[src/rtl/serial_seq_detector.sv]
// serial_seq_detector: overlapping serial PATTERN matcher (clk, reset_n-style reset, en, data, clear -> match pulse, saturating match_cnt, shreg history)
module serial_seq_detector #(
  parameter int N = 4,
  parameter logic [N-1:0] PATTERN = 4'b1011,
  parameter int CW = 4
) (
  input  logic          clk,
  input  logic          reset,
  input  logic          en,
  input  logic          data,
  input  logic          clear,
  output logic          match,
  output logic [CW-1:0] match_cnt,
  output logic [N-1:0]  shreg
);
  localparam int FW = $clog2(N + 1);
  logic [FW-1:0] fill;
  logic [N-1:0]  nxt;
  logic          hit;
  assign nxt = {shreg[N-2:0], data};
  assign hit = (fill >= FW'(N - 1)) && (nxt == PATTERN);
  always_ff @(posedge clk or negedge reset)
    if (!reset) begin
      shreg     <= '0;
      fill      <= '0;
      match     <= 1'b0;
      match_cnt <= '0;
    end else if (clear) begin
      shreg     <= '0;
      fill      <= '0;
      match     <= 1'b0;
      match_cnt <= '0;
    end else if (en) begin
      shreg <= nxt;
      fill  <= (fill == FW'(N)) ? fill : fill + 1'b1;
      match <= hit;
      if (hit && !(&match_cnt)) match_cnt <= match_cnt + 1'b1;
    end else begin
      match <= 1'b0;
    end
endmodule

[config.mk]
export PLATFORM = sky130hd
export DESIGN_NAME = serial_seq_detector
export DESIGN_NICKNAME = d
export VERILOG_FILES = /design/src/rtl/serial_seq_detector.sv
export SDC_FILE = /design/constraint.sdc
export NUM_CORES = 1
export LEC_CHECK = 0
export CORE_AREA = 2 2 39 41
export DETAILED_ROUTE_END_ITERATION = 16
export DIE_AREA = 0 0 41 43
export PLACE_DENSITY = 0.75
export SYNTH_ARGS = -nofsm -noshare
export SYNTH_HDL_FRONTEND = slang
export SYNTH_SLANG_ARGS = --single-unit
[constraint.sdc]
create_clock -name clk -period 4.4 [get_ports clk]
set_clock_uncertainty 0.05 [all_clocks]
set_input_delay 0.66 -clock clk [delete_from_list [all_inputs] [get_ports clk]]
set_output_delay 0.66 -clock clk [all_outputs]
set_load 0.03 [all_outputs]
**Word level (Yosys, flattened, before mapping)**

Index checks and enable logic that the tools add are counted.
W data, S select, Z words.

- Add/subtract/negate cells: 2
- Reductions and logical operators: 8
- $lt $le $gt $ge: 1
- Equality and inequality tests: 3
- Mux-type cells: 10

Operator list:

| kind | count |
|---|---|
| $mux W4 | 5 |
| $mux W3 | 3 |
| $add A4 B1 Y4 const B | 1 |
| $eq A4 B4 Y1 const B | 1 |
| $reduce_and A2 Y1 | 2 |
| $reduce_and A4 Y1 | 1 |
| $reduce_bool A2 Y1 | 2 |
| $add A3 B1 Y3 const B | 1 |
| $eq A3 B3 Y1 const B | 1 |
| $ge A3 B2 Y1 const B | 1 |
| $logic_and A1 B1 Y1 | 2 |
| $mux W1 | 2 |
| $ne A2 B2 Y1 const B | 1 |
| $logic_not A1 Y1 | 1 |

- Output and inout port bits: 9
- Input port bits: 5
- Word-level logic and storage cells: 28
- Register bits: 12

**Longest topological paths before layout**

Gate-level depths: netlist of run 1.

- Depth in word-level cells: 6
- Mapped depth: 6
- Mapped depth without buffers: 6

**Worst setup path before layout of run 1**

OpenSTA, ideal clock, no wires.

- Kind: input to register
- From: input en
- To: register match_cnt[0]
- Path buffers: 1
- Cell stages on the path: 5
- Setup slack: 2.536 ns
- Data required time: 4.272 ns
- Library setup time: 0.078 ns
- Data arrival time: 1.736 ns
- Path through: buf_6 > nand4_4 > or3_4 > or3_1 > a21oi_1

- Longest elaborated chain between the ends: 2

Ends and longest elaborated chain:

| element | line | source |
|---|---|---|
| from (decl) | 9 | `input logic en,` |
| $reduce_bool A2 Y1 (no source line) | - |  |
| $reduce_and A2 Y1 (no source line) | - |  |
| to (signal assigned) | 37 | `if (hit && !(&match_cnt)) match_cnt <= match_cnt + 1'b1;` |
| to (decl) | 13 | `output logic [CW-1:0] match_cnt,` |

No other way between the ends.
A chain may end at the register's enable or synchronous reset.

**Worst setup path in the final report of run 1**

Ends and elaborated chain as after synthesis.

==> impl_metrics.toml, run 1 <==
[setup_path]
reg2reg_slack_ns = 2.63
path_class = "in -> reg"
worstPathRequired_ns = 4.54
worstSetupStartpoint = "en"
cp.arrival_ns = 2.41
crit_end = "match_cnt[0]$_DFFE_PN0P_"
path_max_fanout = 8
r2r-end = "match_cnt[2]$_DFFE_PN0P_"
r2r_start = "fill[0]$_DFFE_PN0P_"
cp-start-kind = "primary input"
r2r_cells = 6
endpoint_kind = "flop"

[hold_path]
holdCritPathClass = "reg -> reg"

[clocking]
cts-buffers-inserted = 3
cts_hold_buf = 0
cts_tree = "built"
postCtsSetupBuffers = 0
cts_htree_levels = 1
root_buffer = "clkbuf_4"
clk_path_buf_depth = 2
post_cts_resized = 0
clkTransAtPathRegs_ns = 0.07
clock_latency_ns = 0.27
cts.sinks = 12

[power_and_ir_drop]
p_total_uw = 229
p_int_uw = 175
power.share.clock = 0.373
leakage_uw = 0.000353
sw_frac_of_total = 0.233
p_per_area_mw_per_mm2 = 289
seqPwrFrac = 0.512
p_comb_frac = 0.115
switchingPower_uw = 53.4
vdd_drop_max_uv = 180

[grt]
grt_pass1_vias = 462
grt_pass1_wl_um = 1930
grt_start_max_net_pins = 13
antenna_found_initial = 0
grt_usage = 0.165
grt_overflow = 0

[cells_and_area]
finalNetCount = 83
final_cell_area_um2 = 793
antenna_cells = 0
drive_above_1_share = 0.0959
fillers = 124
utilization = 0.573
syn_to_final_growth_pct = 27.6
final_cell_mix = "clkdlybuf4s50_1, dfrtp_1, nor2_1"
final_common_cell = "clkdlybuf4s50_1"

[route]
dr.max_layer_used = "met4"
dr.pass1.iters = 4
wl_per_cell_um = 12.6
drc = 0
wl_met3_um = 18
ant_nets = 0
wl_met1_um = 457
routed_wl_um = 1120
via_per_inst = 5.38
dr_wl_met2_um = 629
drt_iter0_markers = 9
vias = 479

[logic_synthesis]
synth_top_family_by_area = "simple AND/OR/NAND/NOR gates"
synth.distinct_cells = 22
synth_adder_area_share = 0.0805
synth-simple-area-share = 0.195
synth_fp_nets = 67
syn_inst = 58
yosysSeqAreaShare = 0.483
syn_area_per_cell_um2 = 10.7
synth-seq-cells = 12
synth-xor-area-share = 0.0141
synth_compound_area_frac = 0.115
syn_area_um2 = 622
synth.area.mux_share = 0.0644
ys_warn_count = 0

[floorplanning]
core-area_mm2 = 0.00138
row_count = 14
die_h_um = 43
ioPinCount = 14
die_area_mm2 = 0.00176
die_w_um = 41
start_util = 0.449

[sta]
setup_violations = 0
relSlewSlack = 0.652
hold_viol = 0
tightest_slew_ns = 0.520
grt_setup_unrepaired = "false"
finalCritPeriodShare = 0.515
holdWs_ns = 0.488
maxSlewViolCount = 0
min_period_ns = 2.27
fin_setup_tns_ns = 0
max_freq_ghz = 0.441

[place]
gp_congestion = 0.769
dp_hpwl_um = 875
io_buffers = 13
place_area_um2 = 757

[run_status]
outcome = "finished clean"

[flow_run]
drv_cap = 0
synthesized netlist by cell type, drive strengths merged:
cell type / number / area, um^2
clkbuf: 1 / 3.75
dfrtp: 12 / 300
ha: 4 / 50.1
or3: 3 / 23.8
inv: 4 / 15.0
a211oi: 1 / 7.51
nor3: 2 / 10.0
nand3: 1 / 5.00
mux2i: 4 / 40.0
nor2: 8 / 30.0
a21oi: 6 / 30.0
o31ai: 1 / 7.51
and3: 1 / 6.26
o21ai: 3 / 15.0
and4b: 1 / 10.0
or2b: 1 / 7.51
buf: 1 / 11.3
nand4: 1 / 21.3
a21boi: 1 / 11.3
nand3b: 1 / 7.51
xnor2: 1 / 8.76
sequential cells by signal, summed over array words and instances, names as in the netlist:
name and count:
match_cnt 4, shreg 4, fill 3, match 1
critical path, cell delays in order:
cell             delay [ns]
clkdlybuf4s50_1        0.70
nand4_4                0.13
or3_4                  0.41
or3_1                  0.35
a21oi_1                0.14
worst min path at each step:
stage / start / endpoint / slack [ns] / cells past startpoint
2_1_floorplan: reset / fill[0]$_DFFE_PN0P_ / 0.31 / 0
3_3_place_gp: shreg[3]$_DFFE_PN0P_ / shreg[3]$_DFFE_PN0P_ / 0.45 / 2
3_5_place_dp: shreg[3]$_DFFE_PN0P_ / shreg[3]$_DFFE_PN0P_ / 0.48 / 2
4_1_cts: shreg[3]$_DFFE_PN0P_ / shreg[3]$_DFFE_PN0P_ / 0.50 / 2
5_1_grt: shreg[3]$_DFFE_PN0P_ / shreg[3]$_DFFE_PN0P_ / 0.55 / 2
6_report: shreg[3]$_DFFE_PN0P_ / shreg[3]$_DFFE_PN0P_ / 0.49 / 2
area by class of cell:
cell class,instances,area [um^2],share of cell area
Sequential cell,12,300,0.379
Tap cell,16,20.0,0.0252
Clock buffer,4,36.3,0.0457
Inverter,4,15.0,0.0189
Multi-Input combinational cell,40,292,0.368
Timing Repair Buffer,13,130,0.164
per-stage QoR:
| step | setup slack, ns | std cells |
|---|---|---|
| 4_1_cts | 2.14 | 89 |
| 3_3_place_gp | 1.88 | 85 |
| 3_5_place_dp | 1.86 | 85 |
| 2_1_floorplan | 2.54 | 58 |
| 6_report | 2.13 | 89 |
| 5_1_grt | 2.07 | 89 |
power groups by stage:
stage | Combinational (uW) | Clock, uW | Sequential [uW]
after CTS | 26.6 | 89.5 | 117
after floorplan | 14.5 | 0 | 121
final | 26.2 | 85.4 | 117
after detailed placement | 26.5 | 0 | 120
after global placement | 25.8 | 0 | 119
after global routing | 29.2 | 94.0 | 118
routing by layer:
layer / GRT usage / vias up
li1: - / 235
met1: 0.201 / 233
met2: 0.253 / 9
met3: 0.0157 / 2
met4: 0.120 / 0
met5: 0 / -
kinds of logic (layout without fill, tap and decap cells):
kind of cell / after synthesis / after routing
xor+xnor: 1 / 1
compound gates: 12 / 12
fa+ha+maj: 4 / 4
flops: 12 / 12
simple gates: 19 / 19
mux: 4 / 4
buf+inv: 6 / 21
(Power assumes the default switching activity.)
==> run 2, diff against run 1 <==
--- a/config.mk
+++ b/config.mk
@@ -5,10 +5,9 @@
 export SDC_FILE = /design/constraint.sdc
 export NUM_CORES = 1
 export LEC_CHECK = 0
-export CORE_AREA = 2 2 39 41
+export CORE_UTILIZATION = 42
 export DETAILED_ROUTE_END_ITERATION = 16
-export DIE_AREA = 0 0 41 43
-export PLACE_DENSITY = 0.75
+export PLACE_DENSITY = 0.71
 export SYNTH_ARGS = -nofsm -noshare
 export SYNTH_HDL_FRONTEND = slang
 export SYNTH_SLANG_ARGS = --single-unit
==> constraint.sdc (replaced) <==
create_clock -name clk -period 1.9 [get_ports clk]
set_clock_uncertainty 0.05 [all_clocks]
set_input_delay 0.285 -clock clk [delete_from_list [all_inputs] [get_ports clk]]
set_output_delay 0.285 -clock clk [all_outputs]
set_load 0.03 [all_outputs]
==> run 2 against run 1 <==
Effect of this change:
- setup slack worse by 2.0 ns
- non-clock buffer count rose by 2
- register-to-register slack lost 2.5 ns
- clock-buffer cell count down 1
- die area down 7.1%
- wire length decreased by 0.36%
- cell count unchanged
- clock power is 78% higher
- critical endpoint is now match_cnt[3]$_DFFE_PN0P_
- largest cell class unchanged
==> impl_metrics.toml, run 2 (synthesis results as in run 1) <==
[grt]
grt_start_max_net_pins = 13
antenna_found_initial = 0
grt_pass1_vias = 402
grt_usage = 0.173
grt_overflow = 0
grt_pass1_wl_um = 1730

[cells_and_area]
finalNetCount = 85
top_regs = "match_cnt x4, shreg x4, fill x3"
final_cell_mix = "clkdlybuf4s50_1, dfrtp_1, nor2_1"
antenna_cells = 0
final_common_cell = "clkdlybuf4s50_1"
utilization = 0.595
drive_above_1_share = 0.108
syn_to_final_growth_pct = 27.6
instances_no_fill = 89
final_cell_area_um2 = 793
fillers = 113

[setup_path]
cp-start-kind = "flop"
worstPathRequired_ns = 2.03
cp_common_cell = "ha_1"
max_stage_delay_ns = 0.41
cp_slowest_cell = "dfrtp_1"
r2r_start = "fill[0]$_DFFE_PN0P_"
path_cells = "ha_1 > ha_1 > a211oi_1 > or3_4 > or3_1 > a21oi_1"
path_max_fanout = 5
critPathBufInv = 0
worstSetupStartpoint = "fill[0]$_DFFE_PN0P_"
path_class = "reg -> reg"
endpoint_kind = "flop"
critPathTopFamily = "simple AND/OR/NAND/NOR gates"
cp.arrival_ns = 1.89

[clocking]
cts_htree_levels = 1
root_buffer = "clkbuf_4"
cts-buffers-inserted = 3
clock_latency_ns = 0.26
cts_hold_buf = 0
cts_tree = "built"
postCtsSetupBuffers = 0
post_cts_resized = 0
clk_path_buf_depth = 2
clkTransAtPathRegs_ns = 0.07
cts.sinks = 12

[place]
pre_cts_ws_ns = -0.0664
io_buffers = 13
place_inst = 86
gp_congestion = 0.765
place_area_um2 = 771
dp_hpwl_um = 816

[floorplanning]
ioPinCount = 14
start_util = 0.466
die_h_um = 40.5
row_count = 13
core-area_mm2 = 0.00133
die_area_mm2 = 0.00164
die_w_um = 40.5

[sta]
fin_ws_ns = 0.146
tightest_slew_ns = 0.542
relSlewSlack = 0.638
hold_viol = 0
min_period_ns = 1.75
maxSlewViolCount = 0
fin_setup_tns_ns = 0
finalCritPeriodShare = 0.923
grt_setup_unrepaired = "false"
setup_violations = 0
max_freq_ghz = 0.570

[flow_run]
drv_cap = 0

[route]
routed_wl_um = 1120
drc = 0
vias = 484
drt_iter0_markers = 3
dr.pass1.iters = 4
wl_per_cell_um = 12.6
via_per_inst = 5.44
ant_nets = 0

[power_and_ir_drop]
p_per_area_mw_per_mm2 = 612
leakage_uw = 0.000354
vdd_drop_max_uv = 384

[run_status]
outcome = "finished clean"

[hold_path]
holdCritPathClass = "in -> async"
==> run 2: cell count changes in the layout (fill, tap and decap cells not counted), sizes merged <==
cell | previous run | this run
buf | 0 | 2
clkbuf | 4 | 3
==> run 2: path summary, 6_finish.rpt <==
path	cells past startpoint	slack (ns)	endpoint
max	6	0.15	match_cnt[3]$_DFFE_PN0P_
min	1	0.32	match_cnt[3]$_DFFE_PN0P_
min reg2reg	2	0.49	shreg[3]$_DFFE_PN0P_
max reg2reg	6	0.15	match_cnt[3]$_DFFE_PN0P_
min in group clk	2	0.49	shreg[3]$_DFFE_PN0P_
max in group asynchronous	1	1.12	shreg[2]$_DFFE_PN0P_
==> run 2: through the flow <==
stage,hold WS (ns),total power (uW)
floorplan,-0.0606,314
detailed placement,0.471,340
finish,0.322,486
global route,0.353,516
global placement,0.461,338
CTS,0.345,493
==> run 2: power by group <==
group | internal, uW | total (uW) | switching (uW) | leakage (uW)
logic | 28.4 | 61.9 | 33.5 | 0.000175
clock network | 73.1 | 152 | 78.7 | 0.0000138
registers | 263 | 272 | 9.16 | 0.000165
==> run 2: layout make-up <==
cell class                      instances  area, um^2  area share
Sequential cell                        12         300       0.379
Timing Repair Buffer                   15         145       0.183
Inverter                                4        15.0      0.0189
Tap cell                               15        18.8      0.0237
Clock buffer                            3        22.5      0.0284
Multi-Input combinational cell         40         292       0.368
==> run 2: routing by layer <==
metal | share of wire | track usage
met1 | 0.46 | 0.224
met2 | 0.46 | 0.242
met5 | 0 | 0
met4 | 0.026 | 0.125
met3 | 0.052 | 0.0500
==> run 3, diff against run 2 <==
--- a/config.mk
+++ b/config.mk
@@ -6,6 +6,7 @@
 export NUM_CORES = 1
 export LEC_CHECK = 0
 export CORE_UTILIZATION = 42
+export CTS_CLUSTER_DIAMETER = 50
 export DETAILED_ROUTE_END_ITERATION = 16
 export PLACE_DENSITY = 0.71
 export SYNTH_ARGS = -nofsm -noshare
==> results of run 3 <==
Same layout as run 2: the final DEF is identical, and so are final timing and power.
